[config.mk]
export PLATFORM = sky130hd
export DESIGN_NAME = spi_slave_if
export DESIGN_NICKNAME = d
export VERILOG_FILES = /design/src/rtl/spi_ram_pkg.sv /design/src/rtl/spi_piso_shift.sv /design/src/rtl/spi_slave_if.sv
export SDC_FILE = /design/constraint.sdc
export NUM_CORES = 1
export LEC_CHECK = 0
export BUFFER_PORTS_ARGS = -buffer_cell sky130_fd_sc_hd__buf_2
export CAP_MARGIN = 10
export CELL_PAD_IN_SITES_DETAIL_PLACEMENT = 1
export CELL_PAD_IN_SITES_GLOBAL_PLACEMENT = 2
export CORE_ASPECT_RATIO = 1.25
export CORE_MARGIN = 4
export CORE_UTILIZATION = 30
export CTS_CLUSTER_SIZE = 16
export DETAILED_ROUTE_END_ITERATION = 6
export MAX_ROUTING_LAYER = met4
export PLACE_DENSITY_LB_ADDON = 0.1
export SYNTH_ARGS = -nofsm -noshare
export SYNTH_HDL_FRONTEND = slang
export SYNTH_SLANG_ARGS = --single-unit
[constraint.sdc]
create_clock -name clk -period 4.27 [get_ports clk]
set_input_delay 0.427 -clock clk [delete_from_list [all_inputs] [get_ports clk]]
set_output_delay 0.427 -clock clk [all_outputs]
set_load 0.01 [all_outputs]
[src/rtl/spi_ram_pkg.sv]
// Shared definitions for the SPI-to-RAM wrapper: frame geometry,
// command codes and the SPI slave state encoding.
package spi_ram_pkg;

  localparam int FRAME_W_DEF = 10;
  localparam int DATA_W_DEF  = 8;

  localparam logic [1:0] CMD_WR_ADDR = 2'b00;
  localparam logic [1:0] CMD_WR_DATA = 2'b01;
  localparam logic [1:0] CMD_RD_ADDR = 2'b10;
  localparam logic [1:0] CMD_RD_DATA = 2'b11;

  typedef enum logic [2:0] {
    IDLE      = 3'b000,
    CHK_CMD   = 3'b001,
    WRITE     = 3'b010,
    READ_ADD  = 3'b011,
    READ_DATA = 3'b100
  } state_e;

endpackage

[src/rtl/spi_piso_shift.sv]
// Parallel-in serial-out shifter for the MISO path: load a byte, present
// its MSB immediately, then one bit per clk; output returns to 0 when done.
module spi_piso_shift #(
  parameter int DATA_W = 8
) (
  input  logic              clk,
  input  logic              rst_n,
  input  logic              clr,
  input  logic              load,
  input  logic [DATA_W-1:0] din,
  output logic              sdo,
  output logic              last
);

  localparam int CNT_W = $clog2(DATA_W);
  localparam logic [CNT_W-1:0] LAST_CNT = CNT_W'(DATA_W - 1);

  logic [DATA_W-1:0] r_shift;
  logic [CNT_W-1:0]  r_cnt;
  logic              r_busy;

  always_ff @(posedge clk) begin
    if (!rst_n || clr) begin
      r_shift <= '0;
      r_cnt   <= '0;
      r_busy  <= 1'b0;
    end else if (load) begin
      r_shift <= din;
      r_cnt   <= '0;
      r_busy  <= 1'b1;
    end else if (r_busy) begin
      if (r_cnt == LAST_CNT) begin
        // last bit has had its full cycle on the line; drop back to 0
        r_shift <= '0;
        r_cnt   <= '0;
        r_busy  <= 1'b0;
      end else begin
        r_shift <= {r_shift[DATA_W-2:0], 1'b0};
        r_cnt   <= r_cnt + 1'b1;
      end
    end
  end

  assign sdo  = r_shift[DATA_W-1];
  assign last = r_busy && (r_cnt == LAST_CNT);

endmodule

[src/rtl/spi_slave_if.sv]
// SPI slave front-end: deserialises MOSI frames into rx_data/rx_valid and,
// for read-data frames, serialises the RAM's tx_data back on MISO.
module spi_slave_if
  import spi_ram_pkg::*;
#(
  parameter int FRAME_W = FRAME_W_DEF,
  parameter int DATA_W  = DATA_W_DEF
) (
  input  logic               clk,
  input  logic               rst_n,
  input  logic               SS_n,
  input  logic               MOSI,
  input  logic [DATA_W-1:0]  tx_data,
  input  logic               tx_valid,
  output logic               MISO,
  output logic [FRAME_W-1:0] rx_data,
  output logic               rx_valid
);

  localparam int CNT_W = $clog2(FRAME_W);
  localparam logic [CNT_W-1:0] LAST_CNT = CNT_W'(FRAME_W - 1);

  state_e             r_state;
  logic [CNT_W-1:0]   r_cnt;
  logic [FRAME_W-2:0] r_shift;
  logic [FRAME_W-1:0] r_rx_data;
  logic               r_rx_valid;
  logic               r_addr_seen;
  logic               r_done;
  logic               r_tx_taken;

  logic w_load;
  logic w_clr;
  logic w_miso;
  logic w_shift_last;

  // only one RAM response per read-data frame; later strobes are ignored
  assign w_load = (r_state == READ_DATA) && r_done && !r_tx_taken && tx_valid && !SS_n;
  assign w_clr  = (r_state != IDLE) && SS_n;

  spi_piso_shift #(
    .DATA_W(DATA_W)
  ) u_piso (
    .clk  (clk),
    .rst_n(rst_n),
    .clr  (w_clr),
    .load (w_load),
    .din  (tx_data),
    .sdo  (w_miso),
    .last (w_shift_last)
  );

  always_ff @(posedge clk) begin
    if (!rst_n) begin
      r_state     <= IDLE;
      r_cnt       <= '0;
      r_shift     <= '0;
      r_rx_data   <= '0;
      r_rx_valid  <= 1'b0;
      r_addr_seen <= 1'b0;
      r_done      <= 1'b0;
      r_tx_taken  <= 1'b0;
    end else begin
      r_rx_valid <= 1'b0;
      unique case (r_state)
        IDLE: begin
          r_cnt      <= '0;
          r_done     <= 1'b0;
          r_tx_taken <= 1'b0;
          if (!SS_n) r_state <= CHK_CMD;
        end
        CHK_CMD: begin
          if (SS_n) begin
            r_state <= IDLE;
          end else begin
            r_shift <= {{(FRAME_W-2){1'b0}}, MOSI};
            r_cnt   <= CNT_W'(1);
            if (!MOSI)            r_state <= WRITE;
            else if (r_addr_seen) r_state <= READ_DATA;
            else                  r_state <= READ_ADD;
          end
        end
        WRITE, READ_ADD, READ_DATA: begin
          if (!r_done && r_cnt == LAST_CNT) begin
            // the final bit completes the frame even if SS_n rises on this edge
            r_rx_data  <= {r_shift, MOSI};
            r_rx_valid <= 1'b1;
            r_done     <= 1'b1;
            if (r_state == READ_ADD) r_addr_seen <= 1'b1;
            if (SS_n) r_state <= IDLE;
          end else if (SS_n) begin
            r_state <= IDLE;
          end else if (!r_done) begin
            r_shift <= {r_shift[FRAME_W-3:0], MOSI};
            r_cnt   <= r_cnt + 1'b1;
          end else if (w_load) begin
            r_tx_taken <= 1'b1;
          end
        end
        default: r_state <= IDLE;
      endcase
      if (w_shift_last) r_addr_seen <= 1'b0;
    end
  end

  assign MISO     = w_miso;
  assign rx_data  = r_rx_data;
  assign rx_valid = r_rx_valid;

endmodule

==> flow_summary_export.csv, run 1 <==
group,metric,value,unit
global_route,grt_pass1_vias,1636,
die,boundaryPins,25,
final_layout,layout_common_cells,"42 x dfxtp_1, 28 x nand2_1, 27 x nor2_1, 24 x buf_2, 23 x mux2i_1",
route,routed_wl,4500,um
synth,syn_area,1910,um^2
worst_hold_path,holdCritStartpoint,"tx_data[0]",
clocking,htreeDepth,2,
timing,worst_slew_pin_slew,0.684,ns
die,die-height,97.1,um
setup_path,path_delay_family,"flip-flops",
timing,fin_crit,2.06,ns
final_layout,area_growth,14.7,%
timing,slew-limit-headroom,54.3,%
clocking,cts_resized,0,
synth,synth_nets,228,
setup_path,cp_num_buf_inv,0,
setup_path,critPathMaxStageDelay,0.58,ns
power,power.share.combinational,4.7,%
job,cap_violations,0,
setup_path,crit_arrival,2.23,ns
clocking,cts.path.max_buffers,2,
global_route,grt_pass1_wl,7650,um
synth,synth-main-ff-cell,"dfxtp_1",
clocking,path_clk_slew,0.09,ns
setup_path,critPathLaunchType,"flip-flop",
setup_path,worstReg2RegStart,"r_state[2]",
outcome,status,"finished, final reports clean",
power,finalPower,0.000762,W
synth,yosys_register_bits,42,
die,die_area,7700,um^2
global_route,grt_max_degree,21,
clocking,numCtsBuffers,5,
power,intPower,0.000585,W
die,row_count,32,
synth,ys_seq_area_share,44.1,%
final_layout,n_antenna_cell,0,
clocking,cts_setup_buffers,0,
place,detailed_place_hpwl,3270,um
setup_path,cp_slowest_cell,"dfxtp_1",
setup_path,critPathKind,"flip-flop to flip-flop",
route,vias_per_cell,4.88,
power,p_leak,0.934,nW
place,portBuffers,24,
power,powerDensity,349,nW/um^2
synth,synth_edf_count,0,
final_layout,drive_above_1_share,16.1,%
final_layout,final_util,35.5,%
clocking,hold_buffers,0,
setup_path,rr_endpoint,"rx_data[3]",
die,die_w,79.3,um
power,p_clk_share,43.1,%
route,vias,1537,
synth,yosysWarnings,0,
die,start_util,30.9,%
clocking,cts_tree,"done",
synth,synthArstFlopShare,0,%
setup_path,end_kind,"flip-flop",
timing,fin_worst_skew,0.00796,ns
timing,hold_viol_final,0,
power,power.share.switching,23.3,%
clocking,cts_sinks,42,
clocking,clkLatencyLatePin,0.30,ns
route,drtPass1Iterations,4,
setup_path,regToRegSetupSlack,2.21,ns
final_layout,layout_commonest_cell,"dfxtp_1",
timing,maxSlewViolCount,0,
synth,syn_inst,211,
synth,synth.largest_area_cell,"dfxtp_1",
power,p_seq_share,52.2,%
route,drc,0,
die,core,6170,um^2
synth,syn_avg_cell_area,9.04,um^2
route,wire_per_inst,14.3,um
route,drt-initial-drc-count,49,
timing,tns,0,ns
global_route,antenna_found_initial,0,
timing,setup_violations,0,
power,p_sw,0.000177,W
place,gp_congestion,0.788,
final_layout,fillers,772,
final_layout,num-nets-final,246,
global_route,overflow,0,
worst_hold_path,hold-path-cell-count,3,
route,antenna_left,0,
setup_path,worstPathCellList,"or3b_1 > a211o_1 > mux2i_1 > nor2_1",
synth,ys_types,38,
global_route,gr-usage-all-layers,12.8,%
worst_hold_path,worstHoldPathType,"input pin to flip-flop",
synth,synth_top_cell_area_share,44.1,%
power,vdd_drop_max,0.146,mV
clocking,cts_root_buffer,"clkbuf_8",
setup_path,crit_required,4.44,ns
timing,rsz0062_at_grt,"false",
worst_hold_path,hold_end,"u_piso.r_shift[0]",
timing,finalCritPeriodShare,48.1,%
setup_path,critPathMaxFanout,15,
setup_path,r2r_cells,4,
synth,synth_area_leaders,"dfxtp_1 44%, mux2i_1 12%, nand2_1 5.5%, nor2_1 5.3%, nand2b_1 3.6%",
timing,timing.fmax,0.487,GHz
==> stage by stage <==
| step | cell area (um^2) | worst slack [ns] | hold slack [ns] | cells |
|---|---|---|---|---|
| 6_report | 2190 | 2.21 | 0.371 | 315 |
| 5_1_grt | 2190 | 2.12 | 0.395 | 315 |
| 4_1_cts | 2190 | 2.20 | 0.364 | 315 |
| 3_5_place_dp | 2070 | 2.15 | 0.474 | 307 |
| 3_3_place_gp | 2070 | 2.26 | 0.457 | 307 |
| 2_1_floorplan | 1910 | 2.60 | 0.437 | 211 |
==> flip-flops by register name, indices dropped and copies added (netlist names) <==
signal,flops
u_piso.r_cnt,3
r_shift,9
r_addr_seen,1
r_state,3
u_piso.r_shift,8
u_piso.r_busy,1
r_tx_taken,1
rx_valid,1
rx_data,10
r_cnt,4
r_done,1
==> worst max-delay path by stage <==
stage	startpoint	to	cells past startpoint
after floorplan	SS_n	u_piso.r_shift[0]	6
after global placement	SS_n	u_piso.r_cnt[2]	5
after detailed placement	SS_n	u_piso.r_cnt[2]	5
after CTS	r_state[2]	rx_data[3]	4
after global routing	r_state[2]	rx_data[3]	4
final	r_state[2]	rx_data[3]	4
==> synthesized netlist by cell type (2+ instances only) <==
master and number:
ha_1 4, or2_2 2, a2111oi_0 2, nand3b_1 8, buf_2 3, nor2_1 27, nand2b_1 11, inv_1 4
nand2_1 28, nor4_1 2, clkbuf_1 8, a311oi_1 7, nand3_1 4, mux2i_1 23, nor2b_1 5, dfxtp_1 42
a21oi_1 6, a211oi_1 3, a31oi_1 2, o21ai_0 2
==> area by class of cell <==
cell class	count	area, um^2	share of cell area, %
clock buffers	5	68.8	3.15
clock inverters	3	48.8	2.23
inverters	4	15.0	0.686
multi-input cells	152	987	45.1
flip-flops and latches	42	841	38.4
well taps	85	106	4.86
repair buffers	24	120	5.49
==> worst reg2reg max path, cell delays in order, from the launching register on <==
cell and delay (ns):
dfxtp_1 0.58, or3b_1 0.49, a211o_1 0.54, mux2i_1 0.27
nor2_1 0.06
==> layer usage <==
layer,share of wire (%),vias to the layer above,global-route usage (%)
met3,3.2,6,2.41
met2,52,22,21.3
met4,0.82,0,5.03
li1,-,770,-
met1,44,739,14.9
met5,0,-,-
==> cell families after synthesis <==
family | Yosys count | share of synthesized area [%]
adder cells (fa/ha/maj) | 5 | 3.15
AO/OA/AOI/OAI | 31 | 12.3
multiplexers | 24 | 12.7
buffers and inverters | 17 | 4.13
AND/OR/NAND/NOR | 92 | 23.7
flip-flops | 42 | 44.1
==> power groups by stage <==
stage	Sequential, W	Clock (W)	Combinational, W
after CTS	0.000398	0.000344	0.0000369
after detailed placement	0.000408	0	0.0000368
final	0.000398	0.000329	0.0000358
after floorplan	0.000404	0	0.0000265
after global placement	0.000407	0	0.0000362
after global routing	0.000399	0.000353	0.0000404
No activity file was read; power rests on OpenSTA's default activity.
==> run 2, diff against run 1 <==
- clock period: 4.27 -> 1.9 ns (I/O delays scaled with it)
==> run 2 against run 1 <==
Sequential share of layout area is 1.4 points lower; via count increased by 5.6%; register-to-register slack got worse by 2.1 ns; worst setup slack lost 2.1 ns; first-iteration DRC count grew 14%; combinational power grew to 2.9 times the previous value; sequential power rose by 120%; maximum frequency grew 16%; non-clock buffer count increased by 12; flip-flop and latch count unchanged; clock power increased by 84%.
==> flow_summary_export.csv, run 2 (synthesized netlist as in run 1, its figures left out) <==
group,metric,value,unit
outcome,status,"finished, final reports clean",
final_layout,n_antenna_cell,0,
worst_hold_path,worstHoldPathType,"input pin to flip-flop",
die,start_util,30.9,%
die,die-height,97.1,um
setup_path,end_kind,"flip-flop",
timing,setup_violations,0,
final_layout,layout_common_cells,"42 x dfxtp_1, 28 x nand2_1, 27 x nor2_1, 24 x buf_2, 23 x mux2i_1",
clocking,cts_tree,"done",
final_layout,layout_commonest_cell,"dfxtp_1",
timing,fin_crit,1.76,ns
setup_path,critPathMaxStageDelay,0.47,ns
die,die_w,79.3,um
clocking,htreeDepth,2,
route,routed_wl,4860,um
global_route,gr-usage-all-layers,13.9,%
place,gp_congestion,0.747,
timing,tns,0,ns
setup_path,crit_arrival,1.95,ns
route,antenna_left,0,
setup_path,critPathLaunchType,"flip-flop",
final_layout,final-instance-count-excl-fill,327,
global_route,grt_pass1_vias,1781,
clocking,cts_sinks,42,
global_route,overflow,0,
place,portBuffers,24,
place,numPlacedInstances,319,
setup_path,crit_required,2.08,ns
die,die_area,7700,um^2
setup_path,critPathMaxFanout,2,
clocking,path_clk_slew,0.09,ns
timing,finalCritPeriodShare,92.9,%
power,p_leak,0.984,nW
die,core,6170,um^2
final_layout,num-nets-final,258,
final_layout,multi_input_area,990,um^2
route,drtPass1Iterations,4,
route,drt-initial-drc-count,56,
setup_path,path_delay_family,"compound AO/OA/AOI/OAI gates",
global_route,antenna_found_initial,0,
final_layout,final_util,36.8,%
setup_path,cp_num_buf_inv,1,
timing,fin_worst_skew,0.0120,ns
final_layout,ff_latch_area,841,um^2
route,vias,1623,
power,powerDensity,705,nW/um^2
clocking,clkLatencyLatePin,0.29,ns
setup_path,cp_slowest_cell,"a2111oi_1",
final_layout,drive_above_1_share,20.7,%
timing,hold_viol_final,0,
setup_path,regToRegSetupSlack,0.14,ns
power,vdd_drop_max,0.301,mV
timing,slew-limit-headroom,58.0,%
setup_path,worstPathCellList,"inv_1 > ha_1 > and3b_1 > a2111oi_1 > nor2_1 > o211a_1",
final_layout,largest_register_ff_count,10,
timing,fin_hold_ws,0.123,ns
timing,maxSlewViolCount,0,
die,row_count,32,
setup_path,critPathKind,"flip-flop to flip-flop",
clocking,cts_root_buffer,"clkbuf_8",
die,boundaryPins,25,
final_layout,area_growth,18.9,%
job,cap_violations,0,
timing,rsz0062_at_grt,"false",
global_route,grt_max_degree,21,
route,vias_per_cell,4.96,
clocking,numCtsBuffers,5,
place,detailed_place_hpwl,3580,um
final_layout,fillers,754,
route,drc,0,
global_route,grt_pass1_wl,8380,um
clocking,cts_setup_buffers,0,
timing,timing.fmax,0.567,GHz
timing,worst_slew_pin_slew,0.629,ns
route,wire_per_inst,14.9,um
clocking,cts.path.max_buffers,2,
run 2: changes by cell type in the layout (fill, tap and decap cells not counted):
cell        delta
buf_4         +11
a2111oi_0      -1
a2111oi_1      +1
a211o_1        -1
a211o_2        +1
buf_12         +1
bufinv_16      -1
clkinvlp_4     +1
inv_6          +1
inv_8          -1
run 2: tightest hold or removal path, stage by stage:
cell and delay (ns):
buf_2 0.07, mux2i_1 0.05, nor2_1 0.07
run 2: path summary, 6_finish.rpt:
check / from / cells past startpoint / end
worst max-delay path: r_cnt[1] / 6 / r_cnt[0]
worst min-delay path: tx_data[0] / 3 / u_piso.r_shift[0]
worst max register to register: r_cnt[1] / 6 / r_cnt[0]
worst min register to register: r_shift[2] / 2 / r_shift[3]
run 2: layout make-up:
cell class                      instances  share of cell area [%]
Multi-Input combinational cell        152                    43.7
Sequential cell                        42                    37.1
Timing Repair Buffer                   36                    9.82
Tap cell                               85                    4.69
Clock buffer                            5                    3.04
Clock inverter                          3                    1.05
Inverter                                4                   0.662
run 2: power by group:
part / total [W] / switching [W] / leakage, nW / internal (W)
clock network: 0.000604 / 0.000340 / 0.0408 / 0.000263
logic: 0.000105 / 0.0000604 / 0.605 / 0.0000450
registers: 0.000890 / 0.00000533 / 0.339 / 0.000884
total: 0.00160 / 0.000406 / 0.984 / 0.00119
run 2: per-stage QoR:
step	total power, W	worst slack [ns]	cell area, um^2
after global placement	0.00101	0.177	2170
final	0.00160	0.135	2270
after CTS	0.00163	0.0733	2260
after floorplan	0.000968	0.265	1910
after detailed placement	0.00102	0.105	2170
after global routing	0.00166	0.0318	2270
run 2: timing repair:
item / CTS / global route
hold buffers: 0 / 0
resized for setup: 0 / 2
setup endpoints to repair: 0 / 4
run 2: per-layer routing:
layer | wire length (um) | vias up | part of all wire [%] | global-route usage, %
met5 | 0 | - | 0 | -
met4 | 29 | 0 | 0.60 | 3.97
met3 | 149 | 2 | 3.1 | 3.06
met2 | 2610 | 25 | 54 | 23.5
met1 | 2070 | 802 | 43 | 16.3
li1 | - | 794 | - | -
